--- src/rtl/audio_pkg.sv ---
// rtl/audio_pkg.sv - shared audio types and widths for the recorder and playback stages
package audio_pkg;

    localparam int AUDIO_SAMPLE_W = 8;
    localparam int AUDIO_ADDR_W   = 16;

    typedef enum logic [1:0] {
        IDLE   = 2'd0,
        RECORD = 2'd1,
        DONE   = 2'd2
    } rec_state_t;

endpackage

--- src/rtl/recorder.sv ---
// rtl/recorder.sv - captures strobed audio samples into the sample-memory write port
module recorder
    import audio_pkg::*;
#(
    parameter int ADDR_W   = AUDIO_ADDR_W,
    parameter int SAMPLE_W = AUDIO_SAMPLE_W
) (
    input  logic                clk_in,
    input  logic                rst_n_in,
    input  logic                start_record,
    input  logic                stop_record,
    input  logic                signal_12khz,
    input  logic [SAMPLE_W-1:0] audio_in,
    output logic                wr_en_out,
    output logic [ADDR_W-1:0]   wr_addr_out,
    output logic [SAMPLE_W-1:0] wr_data_out,
    output logic [ADDR_W:0]     length_out,
    output logic                recording_out,
    output logic                done_out,
    output logic                full_out
);

    localparam logic [ADDR_W:0] LAST_ADDR = {1'b0, {ADDR_W{1'b1}}};

    rec_state_t      state;
    rec_state_t      state_next;
    logic            sig_q;
    logic            strobe_edge;
    logic [ADDR_W:0] count;
    logic [ADDR_W:0] count_next;
    logic            accept;
    logic            finish;
    logic            hit_full;
    logic            clear;

    assign strobe_edge = signal_12khz & ~sig_q;
    assign count_next  = count + {{ADDR_W{1'b0}}, accept};

    always_comb begin
        state_next = state;
        accept     = 1'b0;
        finish     = 1'b0;
        hit_full   = 1'b0;
        clear      = 1'b0;
        case (state)
            IDLE, DONE: begin
                if (start_record) begin
                    state_next = RECORD;
                    clear      = 1'b1;
                end
            end
            RECORD: begin
                accept   = strobe_edge;
                hit_full = strobe_edge && (count == LAST_ADDR);
                // Filling memory ends the capture in the same cycle as the last write.
                if (stop_record || hit_full) begin
                    state_next = DONE;
                    finish     = 1'b1;
                end
            end
            default: state_next = IDLE;
        endcase
    end

    always_ff @(posedge clk_in) begin
        if (!rst_n_in) begin
            state         <= IDLE;
            sig_q         <= 1'b0;
            count         <= '0;
            length_out    <= '0;
            wr_en_out     <= 1'b0;
            wr_addr_out   <= '0;
            wr_data_out   <= '0;
            done_out      <= 1'b0;
            full_out      <= 1'b0;
            recording_out <= 1'b0;
        end else begin
            state         <= state_next;
            sig_q         <= signal_12khz;
            wr_en_out     <= accept;
            done_out      <= finish;
            recording_out <= (state_next == RECORD);
            if (accept) begin
                wr_addr_out <= count[ADDR_W-1:0];
                wr_data_out <= audio_in;
            end
            if (clear) begin
                count    <= '0;
                full_out <= 1'b0;
            end else begin
                count <= count_next;
                if (hit_full)
                    full_out <= 1'b1;
            end
            // Length only moves at the end of a capture so playback never sees a partial value.
            if (finish)
                length_out <= count_next;
        end
    end

endmodule

--- config.mk ---
export PLATFORM = sky130hd
export DESIGN_NAME = recorder
export DESIGN_NICKNAME = d
export VERILOG_FILES = /design/src/rtl/audio_pkg.sv /design/src/rtl/recorder.sv
export SDC_FILE = /design/constraint.sdc
export NUM_CORES = 1
export LEC_CHECK = 0
export BUFFER_PORTS_ARGS = -buffer_cell sky130_fd_sc_hd__clkbuf_2
export CORE_UTILIZATION = 47
export CTS_CLUSTER_SIZE = 20
export DETAILED_ROUTE_END_ITERATION = 8
export MAX_ROUTING_LAYER = met4
export PLACE_DENSITY = 0.75
export SKIP_LAST_GASP = 1
export SLEW_MARGIN = 10
export SYNTH_ARGS = -nofsm -noshare
export SYNTH_HDL_FRONTEND = slang
export SYNTH_SLANG_ARGS = --single-unit
export TNS_END_PERCENT = 50
--- constraint.sdc ---
create_clock -name clk_in -period 2.3 [get_ports clk_in]
set_input_delay 0.115 -clock clk_in [delete_from_list [all_inputs] [get_ports clk_in]]
set_output_delay 0.115 -clock clk_in [all_outputs]
set_load 0.02 [all_outputs]
==> out/metrics.yaml <==
finalWirelength_mm: 5.11
portBuffers: 57
core_mm2: 0.00511
crit_required_ns: 2.53
dpl.cell_count: 386
p_leak_nw: 1.33
num_rows: 26
path_buf_inv: 3
synthArstFlopShare_pct: 0
syn_area_mm2: 0.00248
hold_violations: 0
use_met1_pct: 27.2
synth.yosys.seq_area_share_pct: 52.4
grtUsageTotal_pct: 20.9
start_util_pct: 48.6
wire_per_inst_um: 12.5
path_cells: "dlygate4sd3_1 > clkbuf_2 > nor2b_1 > nand2_1 > clkinv_2 > ha_1 > ha_1 > and4_2 > nand4_1 > xor2_1 > nand2_1 > o211a_1"
syn_area_per_cell_um2: 9.34
yosys-top-cells-area: "dfxtp_1 (52%), nand2_1 (10%), a21boi_0 (7.9%), o211a_1 (4.0%), xor2_1 (3.5%)"
holdPathEnd: "wr_data_out[3]"
grt_max_degree: 35
layout-drive-gt1-share_pct: 26.0
syn_nets: 281
crit_family: "simple AND/OR/NAND/NOR gates"
antenna_found_initial: 0
grt_pass1_vias: 1795
status: "finished, final reports clean"
cts_inserted_buffers: 9
clock.fmax_mhz: 481
cp_slowest_cell: "dlygate4sd3_1"
yosysUniqueCellTypes: 32
hpwl_mm: 3.41
drt_first_pass_iters: 4
ys.flop_type: "dfxtp_1"
reg2reg_depth: 10
fp.dieW_um: 74.7
antenna_cells: 0
busiest_layer: "met2"
yosysMostFrequentCell: "nand2_1"
rsz0062_at_grt: "false"
dieArea_mm2: 0.00558
slowest_delay_ns: 0.53
finalNonFillerCells: 409
ctsLongestPathBuffers: 2
tightestPinTransition_ns: 0.603
holdCritPathClass: "in -> reg"
worstSkewPairLatency_ns: 0.34
critPathKind: "in -> reg"
reg2reg_to: "length_out[8]"
via_per_inst: 4.94
drc_errors: 0
multiInputGateArea_mm2: 0.00111
ys_warn_count: 0
endpoint_kind: "flip-flop"
maxSlewViolCount: 0
ios: 58
grt_use_met2_pct: 29.2
syn_inst: 266
nets: 349
min_from: "audio_in[3]"
cts_tree: "built"
r2r_start: "state[1]"
drv_cap: 0
cts.sinks: 65
fin_crit_ns: 2.08
slew_headroom_pct: 59.7
grt_overflow: 0
holdPathStages: 3
gp_congestion: 0.932
synth_area_leader_cell: "dfxtp_1"
synth.top_cell.area_share_pct: 52.4
worst_setup_path_start_kind: "input pin"
cts_setup_buffers: 0
tns_ns: 0
synthTopCellsByCount: "nand2_1 (66), dfxtp_1 (65), a21boi_0 (26)"
fillers: 480
postRouteAntennaNets: 0
rrSetupSlack_ns: 0.23
synth_seq_cells: 65
vias: 2021
grt_use_met3_pct: 4.28
die_h_um: 74.7
synth-edff-count: 0
cp_max_fo: 5
seq_area_mm2: 0.00130
clk_pin_slew_ns: 0.07
setup_violations: 0
area_growth_pct: 25.2
peakVddDrop_mv: 0.481
worstPathArrival_ns: 2.31
post-route-period-util_pct: 90.4
grt_pass1_wl_mm: 8.27
cts_htree_levels: 3
drtIter0Drc: 89
powerDensity_mw_per_mm2: 723
final.setup_skew_ns: 0.00579
root_buffer: "clkbuf_8"
==> cell families (layout without fill, tap and decap cells) <==
group	count (synthesis)	count (layout)	synth area share (%)
flip-flops	65	65	52.4
AND/OR/NAND/NOR	119	119	21.6
adder cells (fa/ha/maj)	2	2	1.01
XOR/XNOR	15	15	5.29
multiplexers	2	2	0.806
buffers and inverters	14	87	3.02
AO/OA/AOI/OAI	49	49	15.9
==> worst max path at each step <==
stage,from,endpoint,slack (ns),depth (start not counted)
finish,signal_12khz,length_out[8],0.22,12
global route,signal_12khz,count[15],0.04,11
CTS,signal_12khz,count[15],0.19,11
detailed placement,state[1],count[15],0.27,9
global placement,state[1],length_out[10],0.29,10
floorplan,state[1],length_out[15],0.004,10
==> layout by cell type, fill, tap and decap left out <==
cell and n:
nand2_1 66, dfxtp_1 65, clkbuf_2 57, a21boi_0 26, nor2_1 20, xor2_1 10, o211a_1 10, clkbuf_8 10
nand3_1 7, dlygate4sd3_1 7, nand4_1 5, xnor2_1 5, buf_4 5, nor2b_1 4, clkinv_2 3, a21oi_2 3
nor3_1 3, o21ai_0 3, and2_1 3, clkbuf_1 3, and4_2 2, o21ai_1 2, mux2i_1 2, nand2b_1 2
and3_1 2, a21oi_1 2, ha_1 2, and2b_2 1, nand3_2 1, or4_4 1, o31ai_4 1, nor4_2 1
nor3b_1 1, o21a_1 1, o21ai_2 1, bufinv_16 1, buf_12 1
==> worst min-delay path, delay by kind of cell <==
| family | cells | cell delay, ns |
|---|---|---|
| buffers and inverters | 1 | 0.08 |
| AOI/OAI and AO/OA | 1 | 0.06 |
| and+or+nand+nor | 1 | 0.04 |
==> layout make-up <==
type	count	share of cell area (%)
Sequential cell	65	41.9
Multi-Input combinational cell	187	35.8
Timing Repair Buffer	70	13.3
Clock buffer	13	4.79
Tap cell	70	2.82
Clock inverter	3	1.29
Inverter	1	0.161
==> flip-flops by register name, summed over array words and instances (netlist names) <==
signal,cells
wr_addr_out,16
length_out,17
recording_out,1
done_out,1
state,2
wr_data_out,8
sig_q,1
count,17
wr_en_out,1
full_out,1
==> power by group <==
part | internal, mW | switching (mW) | leakage (nW)
logic | 0.0629 | 0.0920 | 0.710
registers | 1.15 | 0.0130 | 0.526
clock network | 0.528 | 0.401 | 0.0974
total | 1.74 | 0.506 | 1.33
==> per-stage QoR <==
step           util [%]  worst slack (ns)  power, mW  hold slack, ns  cell area [µm²]
5_1_grt            60.9            0.0406       2.34         0.00849             3110
4_1_cts            60.8             0.191       2.28         0.00174             3100
3_5_place_dp       55.7             0.275       1.33           0.344             2840
6_report           60.9             0.221       2.25         0.00932             3110
2_1_floorplan         -           0.00432       1.29           0.237             2480
3_3_place_gp       55.7             0.289       1.33           0.345             2840
==> per-layer routing <==
layer  wire (µm)  share of wire [%]
met1        2520                 49
met2        2210                 43
met3         248                4.9
met4         133                2.6
met5           0                  0
==> repair_timing <==
item	4_1_cts	5_1_grt
hold buffers	7	0
endpoints found under the hold margin	7	0
resized for setup	0	1
setup endpoints to repair	0	3
No activity file was read; power rests on OpenSTA's default activity.
